**src/rtl/baud_ctrl.sv**
```systemverilog
// UART baud timebase controller: divisor counter, oversample/bit ticks, and a
// host config handshake whose changes are deferred to the next bit boundary.
module baud_ctrl #(
  parameter int unsigned     BITS        = 16,
  parameter int unsigned     OVS         = 16,
  parameter int unsigned     OVS_W       = 4,
  parameter logic [BITS-1:0] DEFAULT_DIV = BITS'(650)
) (
  input  logic            clk,
  input  logic            reset,
  input  logic            cfg_valid,
  output logic            cfg_ready,
  input  logic [BITS-1:0] cfg_div,
  input  logic            cfg_run,
  input  logic            sync_clr,
  output logic            tick_os,
  output logic            tick_bit,
  output logic            busy,
  output logic            pend,
  output logic [BITS-1:0] cur_div
);

  typedef enum logic [1:0] {
    ST_STOP = 2'd0,
    ST_RUN  = 2'd1,
    ST_PEND = 2'd2
  } state_e;

  localparam logic [OVS_W-1:0] OS_LAST = OVS_W'(OVS - 1);

  state_e           state_q, state_d;
  logic [BITS-1:0]  cnt_q, cnt_d;
  logic [OVS_W-1:0] os_cnt_q, os_cnt_d;
  logic [BITS-1:0]  cur_div_q, cur_div_d;
  logic [BITS-1:0]  pend_div_q, pend_div_d;
  logic             pend_run_q, pend_run_d;
  logic             busy_q, busy_d;
  logic             pend_q, pend_d;
  logic             ready_q, ready_d;

  logic             xfer_c;
  logic             tick_os_c;
  logic             tick_bit_c;

  // Ticks come straight off the counters; sync_clr masks the cycle it is applied in.
  assign xfer_c     = cfg_valid && ready_q;
  assign tick_os_c  = (state_q != ST_STOP) && !sync_clr && (cnt_q == cur_div_q);
  assign tick_bit_c = tick_os_c && (os_cnt_q == OS_LAST);

  always_comb begin
    state_d    = state_q;
    cnt_d      = cnt_q;
    os_cnt_d   = os_cnt_q;
    cur_div_d  = cur_div_q;
    pend_div_d = pend_div_q;
    pend_run_d = pend_run_q;

    case (state_q)
      ST_STOP: begin
        cnt_d    = '0;
        os_cnt_d = '0;
        if (xfer_c) begin
          cur_div_d = cfg_div;
          if (cfg_run) begin
            state_d = ST_RUN;
          end
        end
      end

      ST_RUN, ST_PEND: begin
        if (sync_clr) begin
          cnt_d    = '0;
          os_cnt_d = '0;
        end else if (tick_os_c) begin
          cnt_d    = '0;
          os_cnt_d = (os_cnt_q == OS_LAST) ? '0 : os_cnt_q + OVS_W'(1);
        end else begin
          cnt_d = cnt_q + BITS'(1);
        end

        // A queued update lands only on a delivered bit tick.
        if (state_q == ST_RUN && xfer_c) begin
          pend_div_d = cfg_div;
          pend_run_d = cfg_run;
          state_d    = ST_PEND;
        end else if (state_q == ST_PEND && tick_bit_c) begin
          cur_div_d = pend_div_q;
          cnt_d     = '0;
          os_cnt_d  = '0;
          state_d   = pend_run_q ? ST_RUN : ST_STOP;
        end
      end

      default: begin
        state_d = ST_STOP;
      end
    endcase

    busy_d  = (state_d != ST_STOP);
    pend_d  = (state_d == ST_PEND);
    ready_d = (state_d != ST_PEND);
  end

  always_ff @(posedge clk or negedge reset) begin
    if (!reset) begin
      state_q    <= ST_STOP;
      cnt_q      <= '0;
      os_cnt_q   <= '0;
      cur_div_q  <= DEFAULT_DIV;
      pend_div_q <= '0;
      pend_run_q <= 1'b0;
      busy_q     <= 1'b0;
      pend_q     <= 1'b0;
      ready_q    <= 1'b1;
    end else begin
      state_q    <= state_d;
      cnt_q      <= cnt_d;
      os_cnt_q   <= os_cnt_d;
      cur_div_q  <= cur_div_d;
      pend_div_q <= pend_div_d;
      pend_run_q <= pend_run_d;
      busy_q     <= busy_d;
      pend_q     <= pend_d;
      ready_q    <= ready_d;
    end
  end

  assign tick_os   = tick_os_c;
  assign tick_bit  = tick_bit_c;
  assign busy      = busy_q;
  assign pend      = pend_q;
  assign cfg_ready = ready_q;
  assign cur_div   = cur_div_q;

endmodule

```
**config.mk**
```make
export PLATFORM = sky130hd
export DESIGN_NAME = baud_ctrl
export DESIGN_NICKNAME = d
export VERILOG_FILES = /design/src/rtl/baud_ctrl.sv
export SDC_FILE = /design/constraint.sdc
export NUM_CORES = 1
export LEC_CHECK = 0
export ABC_AREA = 1
export BUFFER_PORTS_ARGS = -buffer_cell sky130_fd_sc_hd__buf_4
export CORE_AREA = 2 2 90 92
export CTS_BUF_LIST = sky130_fd_sc_hd__clkbuf_4
export CTS_CLUSTER_SIZE = 28
export DETAILED_ROUTE_END_ITERATION = 6
export DIE_AREA = 0 0 92 94
export PLACE_DENSITY = 0.62
export SLEW_MARGIN = 0
export SYNTH_ARGS = -nofsm -noshare
export SYNTH_HDL_FRONTEND = slang
export SYNTH_SLANG_ARGS = --single-unit
```
**constraint.sdc**
```tcl
create_clock -name clk -period 2.2 [get_ports clk]
set_clock_uncertainty 0.1 [all_clocks]
set_input_delay 0.44 -clock clk [delete_from_list [all_inputs] [get_ports clk]]
set_output_delay 0.44 -clock clk [all_outputs]
set_load 0.03 [all_outputs]
```
=== Word-level counts from Yosys, hierarchy flattened ===
Index checks and enable logic that the tools add are counted.

* Register bits after elaboration: 58
* Latch bits: 0
* RAM bits: 0
* Memory bits (read-only): 0
* Input bits: 21
* Output and inout port bits: 21
* Memories kept: 0

* $add $sub $neg: 2
* Multiply operators: 0
* Divide/modulo/power cells: 0
* $lt $le $gt $ge: 0
* Eq/ne operators: 9
* Shifts and indexed selects: 0
* Multiplexer cells: 21
* Bitwise operators: 0
* Reduce and logical (&&, ||, !) cells: 14

{| class="wikitable"
|+ Operators by type and width
! kind !! number
|-
| $mux 16 || 7
|-
| $pmux 16 s2 || 2
|-
| $mux 4 || 5
|-
| $add 16x1->16 const B || 1
|-
| $eq 16x16->1 || 1
|-
| $mux 2 || 4
|-
| $ne 2x2->1 const B || 4
|-
| $pmux 4 s2 || 1
|-
| $logic_and 1x1->1 || 6
|-
| $reduce_bool 2->1 || 3
|-
| $add 4x1->4 const B || 1
|-
| $eq 2x2->1 const B || 2
|-
| $eq 4x4->1 const B || 1
|-
| $pmux 2 s2 || 1
|-
| $reduce_and 4->1 || 1
|-
| $eq 2x1->1 const B || 1
|-
| $logic_not 2->1 || 1
|-
| $reduce_and 2->1 || 1
|-
| $reduce_or 2->1 || 1
|-
| $logic_not 1->1 || 1
|-
| $mux 1 || 1
|}

=== Longest topological paths before layout ===
Gate-level depths: netlist of run 1.

* Depth after elaboration: 9
* Depth in mapped cells: 14
* Depth with buffers taken out: 14

=== Worst setup path before layout of run 1 ===
Ideal clock, no wire load.

* Path type: flip-flop to flip-flop
* Start point: register cur_div_q[1] (netlist: cur_div[1])
* End point: register busy_q (netlist: busy)
* Library setup time: 118 ps
* Arrival time: 1877 ps
* Data required time: 1982 ps
* Path slack: 105 ps
* Cell stages (with the launch flop): 14
* Buffers on the path: 0
* Period minus slack after synthesis: 2095 ps
* Cell sequence: dfstp_2 > inv_1 > nand2_1 > nand2_1 > nor2_2 > nand2_1 > nor2_2 > nand3_4 > nor2_2 > nand3_1 > nand3_1 > nand2_1 > nand2_2 > nand2_1

* Cells in the longest elaborated chain, start to end: 8

{| class="wikitable"
|+ Ends and longest elaborated chain
! what !! RTL line !! RTL
|-
| start: declaration || 34 || <nowiki>logic [BITS-1:0] cur_div_q, cur_div_d;</nowiki>
|-
| start signal: assignment || 119 || <nowiki>cur_div_q <= cur_div_d;</nowiki>
|-
| $eq 16x16->1 || 47 || <nowiki>assign tick_os_c = (state_q != ST_STOP) && !sync_clr && (cnt_q == cur_div_q);</nowiki>
|-
| $logic_and 1x1->1 || 47 ||
|-
| $logic_and 1x1->1 || 48 || <nowiki>assign tick_bit_c = tick_os_c && (os_cnt_q == OS_LAST);</nowiki>
|-
| via tick_bit || 17 || <nowiki>output logic tick_bit,</nowiki>
|-
| $logic_and 1x1->1 || 86 || <nowiki>end else if (state_q == ST_PEND && tick_bit_c) begin</nowiki>
|-
| $mux 2 || 86 ||
|-
| $mux 2 || 82 || <nowiki>if (state_q == ST_RUN && xfer_c) begin</nowiki>
|-
| $pmux 2 s2 || 58 || <nowiki>case (state_q)</nowiki>
|-
| $reduce_bool 2->1 || 99 || <nowiki>busy_d = (state_d != ST_STOP);</nowiki>
|-
| via busy_d || 37 || <nowiki>logic busy_q, busy_d;</nowiki>
|-
| end signal: assignment || 122 || <nowiki>busy_q <= busy_d;</nowiki>
|-
| end: declaration || 37 ||
|}

The timed path passes the listed nets, and every way through them passes these cells.
A chain may end at the register's enable or synchronous reset.

=== Final worst setup path of run 1 ===
* Start point: register cur_div_q[1] (netlist: cur_div[1])
* End point: output port tick_bit

* Cells in the longest elaborated chain, start to end: 3

{| class="wikitable"
|+ Ends and longest elaborated chain
! what !! RTL line
|-
| $eq 16x16->1 || 47
|-
| $logic_and 1x1->1 || 47
|-
| $logic_and 1x1->1 || 48
|-
| end: declaration || 17
|}

Every way passes these cells.

==> run_results.csv, run 1 <==
group,metric,value,unit
run_status,status,"complete, but fails checks",
run_status,failed_checks,"negative hold slack, negative setup slack",
synth,yosysWarningCount,0,
synth,syn_nets,473,
worst_setup_path,cp.depth,9,
worst_setup_path,crit_path_max_incr_delay,0.54,ns
timing,setup_ws,-0.196,ns
timing,finalSetupTns,-0.314,ns
worst_setup_path,critPathCaptureType,"output pin",
pwr,ir_drop,630,µV
synth,synthMuxAreaShare,0,
synth,synth-seq-cells,58,
pwr,powerDensity,1280,nW/µm²
worst_setup_path,timing.rr.end,"cur_div[4]",
floorplan,start_util,0.446,
synth,synth_adder_area_share,0.0221,
clocking,cts_tree,"done",
global_routing,grt_overflow,0,
timing,finalHoldViolations,13,
global_routing,busiest_layer,"met2",
global_routing,grt_pass1_wl,13400,µm
timing,worst_pin_slew,0.742,ns
timing,slew_viol_final,0,
synth,synth_seq_area_share,0.430,
finish,final_layout_size_suffix_gt1_frac,0.262,
worst_setup_path,path_delay_family,"simple AND/OR/NAND/NOR gates",
clocking,htreeDepth,3,
clocking,cts_buffer_depth,2,
placement,place_area,3830,µm²
timing,fin_crit_sh,1.09,
floorplan,core-area,7610,µm²
synth,avgSynthCellArea,7.61,µm²
finish,mostFrequentLayoutCell,"nand2_1",
global_routing,grtUsageTotal,0.195,
route,drtIter0Drc,136,
placement,dp.final_hpwl,5590,µm
synth,synth_top_family_by_area,"simple AND/OR/NAND/NOR gates",
finish,nNetsFinal,530,
synth,synth_cells,446,
floorplan,ios,42,
worst_setup_path,cp_max_fo,5,
global_routing,antenna_found_initial,0,
synth,synth_xor_area_frac,0.0490,
worst_setup_path,crit_required,1.66,ns
worst_setup_path,path_cells,"inv_1 -> nand2_1 -> nand2_2 -> nor2_4 -> nand2_2 -> nor2_4 -> nand3_4 -> nor2_4 -> buf_6",
route,drc_errors,0,
clocking,postCtsHoldBufs,0,
finish,antenna_cells,0,
synth,synth_compound_area_frac,0.124,
synth,yosys.area_share.simple,0.271,
synth,netlist-cell-type-count,31,
route,num_vias,2976,
flow_run,cap_violations,0,
floorplan,dieArea,8650,µm²
worst_setup_path,reg2reg_from,"cur_div[1]",
floorplan,fp-row-count,32,
finish,area_delta_synth_final,21.5,%
timing,min_period,2.40,ns
worst_setup_path,path_class,"reg2out",
synth,synth.cell_area,3390,µm²
min_path,worstHoldPathType,"in2async",
timing,rsz0062_at_grt,"true",
timing,hold-worst-slack,-0.00404,ns
finish,design_area,4120,µm²
finish,finalCoreUtilization,0.542,
clocking,clock_sinks,58,
finish,layout_common_cells,"nand2_1, buf_4, inv_1, dfrtp_1, o21ai_0",
clocking,clkLatencyLatePin,0.40,ns
route,final_antenna_net_count,0,
worst_setup_path,cp-start-kind,"register",
route,wl_per_cell,13.1,µm
global_routing,grt_pass1_vias,2805,
worst_setup_path,path_buf_inv,2,
clocking,clk_pin_slew,0.10,ns
timing,relSlewSlack,0.505,
worst_setup_path,crit_arrival,1.86,ns
floorplan,die_h,94,µm
placement,gp_congestion,0.843,
global_routing,gr-usage-met3,0.0297,
global_routing,use_met1,0.278,
worst_setup_path,rr_worst_depth,13,
route,drtPass1Iterations,4,
pwr,leakagePower,0.00202,µW
clocking,cts-buffers-inserted,9,
floorplan,die_x,92,µm
placement,port-buffer-count,41,
global_routing,grt_max_degree,59,
timing,setup_viol,2,
finish,nFillCells,747,
timing,timing.fmax,417,MHz
clocking,root_buffer,"clkbuf_4",
worst_setup_path,path_common_cell,"nor2_4",
worst_setup_path,cp_slowest_cell,"dfstp_2",
route,routed_wl,7970,µm
worst_setup_path,rrSetupSlack,0.14,ns
route,vias_per_cell,4.89,
global_routing,gr-usage-met2,0.309,
worst max path at each step:
stage,slack [ns],from,end
3_3_place_gp,0.12,cur_div[1],tick_bit
2_1_floorplan,0.11,cur_div[1],busy
4_1_cts,-0.26,cur_div[3],tick_bit
3_5_place_dp,0.05,state_q[0],tick_bit
6_report,-0.20,cur_div[1],tick_bit
5_1_grt,-0.30,state_q[0],tick_bit
through the flow:
stage                     total power (µW)  setup WS (ns)  cells  hold slack, ns
after floorplan                       3530          0.105    446          0.0444
after global placement                4200          0.124    582           0.367
after detailed placement              4240         0.0477    582           0.374
after CTS                             5180         -0.257    604          0.0222
after global routing                  5680         -0.304    609          0.0591
final                                 5280         -0.196    609        -0.00404
state kept, by name, summed over array words and instances (netlist names):
| signal | count |
|---|---|
| pend | 1 |
| busy | 1 |
| os_cnt_q | 4 |
| cfg_ready | 1 |
| cur_div | 16 |
| state_q | 2 |
| cnt_q | 16 |
| pend_run_q | 1 |
| pend_div_q | 16 |
timing repair:
action,4_1_cts,5_1_grt
pin swaps,3,11
setup buffers,7,5
endpoints found under the setup margin,2,30
resized for setup,4,15
final cells by class:
class / count / area, µm² / area share
multi-input combinational: 304 / 1630 / 0.395
sequential: 58 / 1460 / 0.354
timing repair buffer: 64 / 513 / 0.124
inverter: 66 / 248 / 0.0601
tap: 102 / 128 / 0.0310
clock inverter: 6 / 82.6 / 0.0200
clock buffer: 9 / 67.6 / 0.0164
cells in the mapped netlist:
cell type / instances / area, µm²
a21oi_1: 18 / 90.1
buf_1: 1 / 3.75
buf_2: 1 / 5.00
buf_4: 1 / 7.51
buf_6: 4 / 45.0
clkbuf_1: 10 / 37.5
clkbuf_2: 1 / 5.00
dfrtp_1: 53 / 1330
dfstp_2: 5 / 131
ha_1: 6 / 75.1
inv_1: 58 / 218
inv_2: 8 / 30.0
nand2_1: 114 / 428
nand2_2: 2 / 12.5
nand3_1: 28 / 140
nand3_2: 1 / 10.0
nand3_4: 2 / 35.0
nand4_1: 5 / 31.3
nand4_2: 2 / 25.0
nor2_1: 33 / 124
nor2_2: 6 / 37.5
nor3_1: 13 / 65.1
nor4_1: 1 / 6.26
o211ai_1: 1 / 7.51
o21ai_0: 34 / 170
o21ai_2: 16 / 140
o22ai_1: 1 / 6.26
o31ai_1: 1 / 7.51
or2_2: 1 / 6.26
xnor2_1: 4 / 35.0
xor2_1: 15 / 131
routing by layer:
layer	wire length (µm)	up-vias
li1	-	1532
met5	0	-
met2	3730	56
met3	334	12
met1	3800	1376
met4	110	0
kinds of logic (layout without fill, tap and decap cells):
logic type                 Yosys count  after routing
DFF                                 58             58
buffers and inverters               84            145
AOI/OAI and AO/OA                   71             71
xor gates and xnor gates            19             19
adders and majority gates            6              6
and+or+nand+nor                    208            208
where the power goes:
group / switching, µW / leakage, µW / internal (µW)
Sequential: 261 / 0.000750 / 1420
Combinational: 1700 / 0.00119 / 1040
Clock: 414 / 0.0000731 / 447
Total: 2370 / 0.00202 / 2910
No activity file was read; power rests on OpenSTA's default activity.
==> run 2, diff against run 1 <==
--- a/config.mk
+++ b/config.mk
@@ -12,7 +12,7 @@
 export CTS_CLUSTER_SIZE = 28
 export DETAILED_ROUTE_END_ITERATION = 6
 export DIE_AREA = 0 0 92 94
-export PLACE_DENSITY = 0.62
+export PLACE_DENSITY = 0.64
 export SLEW_MARGIN = 0
 export SYNTH_ARGS = -nofsm -noshare
 export SYNTH_HDL_FRONTEND = slang
==> constraint.sdc (replaced) <==
create_clock -name clk -period 2.07 [get_ports clk]
set_clock_uncertainty 0.1 [all_clocks]
set_input_delay 0.414 -clock clk [delete_from_list [all_inputs] [get_ports clk]]
set_output_delay 0.414 -clock clk [all_outputs]
set_load 0.03 [all_outputs]
==> run 2 against run 1 <==
The run ends with negative setup slack left. Sequential cell count unchanged. Global-route usage shrank 0.24 points. Critical path depth is 1 higher. Utilization rose by 2.4 points. Sequential share of layout area shrank 1.5 points. Die area unchanged. Hold slack better by 0.18 ns. Critical path type unchanged. Largest cell class unchanged.
==> run_results.csv, run 2 (synthesis gave the netlist of run 1 again) <==
group,metric,value,unit
floorplan,core-area,7610,µm²
worst_setup_path,rrSetupSlack,-0.04,ns
placement,port-buffer-count,41,
timing,setup_ws,-0.321,ns
pwr,p_switching,2760,µW
worst_setup_path,cp_max_fo,4,
global_routing,grt_pass1_vias,2819,
worst_setup_path,rr_worst_depth,13,
floorplan,dieArea,8650,µm²
floorplan,ios,42,
finish,antenna_cells,0,
finish,layout_common_cells,"nand2_1, buf_4, inv_1, dfrtp_1, nor2_1",
worst_setup_path,critPathCaptureType,"output pin",
global_routing,grt_overflow,0,
worst_setup_path,crit_path_max_incr_delay,0.38,ns
worst_setup_path,timing.rr.end,"cur_div[10]",
clocking,clkLatencyLatePin,0.41,ns
route,routed_wl,8120,µm
pwr,ir_drop,703,µV
global_routing,grt_pass1_wl,13200,µm
clocking,root_buffer,"clkbuf_4",
clocking,cts_tree,"done",
timing,finalHoldViolations,0,
timing,rsz0062_at_grt,"true",
timing,fin_crit_sh,1.16,
worst_setup_path,path_buf_inv,4,
worst_setup_path,path_delay_family,"simple AND/OR/NAND/NOR gates",
finish,final_cells,615,
pwr,pwr-share-clk,0.139,
floorplan,die_x,92,µm
finish,mostFrequentLayoutCell,"nand2_1",
pwr,p_seq_frac,0.311,
clocking,clock_sinks,58,
clocking,clk_pin_slew,0.12,ns
clocking,cts-buffers-inserted,9,
pwr,p_comb_frac,0.550,
worst_setup_path,crit_arrival,1.88,ns
finish,final_layout_size_suffix_gt1_frac,0.308,
worst_setup_path,reg2reg_from,"cur_div[3]",
global_routing,antenna_found_initial,0,
timing,min_period,2.39,ns
clocking,htreeDepth,3,
route,drtPass1Iterations,5,
placement,dp.cells,588,
clocking,cts_buffer_depth,2,
pwr,leakagePower,0.00211,µW
min_path,hold-path-endpoint,"pend_div_q[1]",
route,wl_per_cell,13.2,µm
finish,area_delta_synth_final,26.8,%
timing,relSlewSlack,0.767,
route,drtIter0Drc,179,
placement,gp_congestion,0.846,
pwr,finalPower,5930,µW
floorplan,die_h,94,µm
route,drc_errors,0,
timing,timing.fmax,418,MHz
min_path,min_from,"cfg_div[1]",
min_path,holdPathStages,3,
pwr,powerDensity,1380,nW/µm²
timing,setup_viol,14,
run_status,status,"complete, but fails checks",
pwr,switching_share,0.465,
worst_setup_path,cp-start-kind,"register",
worst_setup_path,path_class,"reg2out",
timing,worst_pin_slew,0.346,ns
worst_setup_path,crit_required,1.56,ns
floorplan,start_util,0.446,
min_path,worstHoldPathType,"in2reg",
worst_setup_path,path_cells,"inv_2 -> ha_2 -> inv_2 -> nand3_1 -> inv_1 -> nand2_1 -> nor2_2 -> nand3_4 -> nor2_4 -> buf_6",
run_status,failed_checks,"negative setup slack",
pwr,p_int,3170,µW
flow_run,cap_violations,0,
finish,nNetsFinal,535,
global_routing,grt_max_degree,40,
timing,slew_viol_final,0,
route,vias_per_cell,4.87,
route,num_vias,2994,
placement,dp.final_hpwl,5720,µm
worst_setup_path,path_common_cell,"inv_2",
global_routing,grtUsageTotal,0.193,
floorplan,fp-row-count,32,
worst_setup_path,cp_slowest_cell,"dfrtp_1",
route,final_antenna_net_count,0,
run 2: changes by cell type in the layout (fill, tap and decap cells not counted), sizes merged:
cell | before | now
buf | 64 | 66
clkbuf | 9 | 11
clkinv | 2 | 4
bufinv | 2 | 1
clkinvlp | 2 | 1
dlygate4sd3 | 0 | 1
inv | 66 | 67
run 2: final cells by class:
| type | instances | area [µm²] |
|---|---|---|
| Multi-Input combinational cell | 304 | 1740 |
| Fill cell | 745 | 3300 |
| Timing Repair Buffer | 69 | 592 |
| Inverter | 66 | 248 |
| Tap cell | 102 | 128 |
| Clock inverter | 7 | 68.8 |
| Sequential cell | 58 | 1460 |
| Clock buffer | 9 | 67.6 |
run 2: tightest hold or removal path, cell delays in order:
cell     delay [ns]
buf_4          0.10
inv_1          0.05
o21ai_0        0.08
run 2: power groups by stage:
stage               clock network (µW)  logic [µW]  registers, µW
floorplan                            0        1670           2080
global placement                     0        2630           1800
detailed placement                   0        2670           1820
CTS                                846        2730           1790
global route                       898        3570           1900
finish                             825        3260           1840
run 2: through the flow:
step                      instance area (µm²)  utilization  hold WS (ns)  worst slack (ns)  TNS, ns
final                                    4300        0.566         0.176            -0.321   -0.835
after global routing                     4300        0.566         0.164            -0.424    -2.36
after CTS                                4060        0.534         0.156            -0.310   -0.557
after detailed placement                 3880        0.510         0.226            0.0292        0
after global placement                   3880        0.510         0.224             0.121        0
after floorplan                          3400            -        0.0184            0.0819        0
run 2: layer usage:
layer | share of wire | wire length, µm | GRT usage
met5 | 0 | 0 | 0
met4 | 0.0085 | 69 | 0.0659
met3 | 0.035 | 284 | 0.0353
met2 | 0.48 | 3930 | 0.305
met1 | 0.47 | 3840 | 0.268
run 2: how the worst max path moves through the flow:
stage	start	end	slack [ns]	depth (start not counted)
after global routing	state_q[0]	tick_bit	-0.42	10
after CTS	cur_div[1]	tick_bit	-0.31	9
after floorplan	cur_div[1]	tick_os	0.08	9
after detailed placement	state_q[0]	cnt_q[14]	0.03	12
after global placement	cur_div[7]	cnt_q[14]	0.12	13
final	state_q[0]	tick_bit	-0.32	10
run 2: repair_timing:
action,in CTS,in global routing
endpoints found under the setup margin,2,27
hold buffers,1,0
gates cloned,0,3
hold endpoints to repair,17,0
setup buffers,3,5
pin swaps,2,10
gates resized for setup,5,50
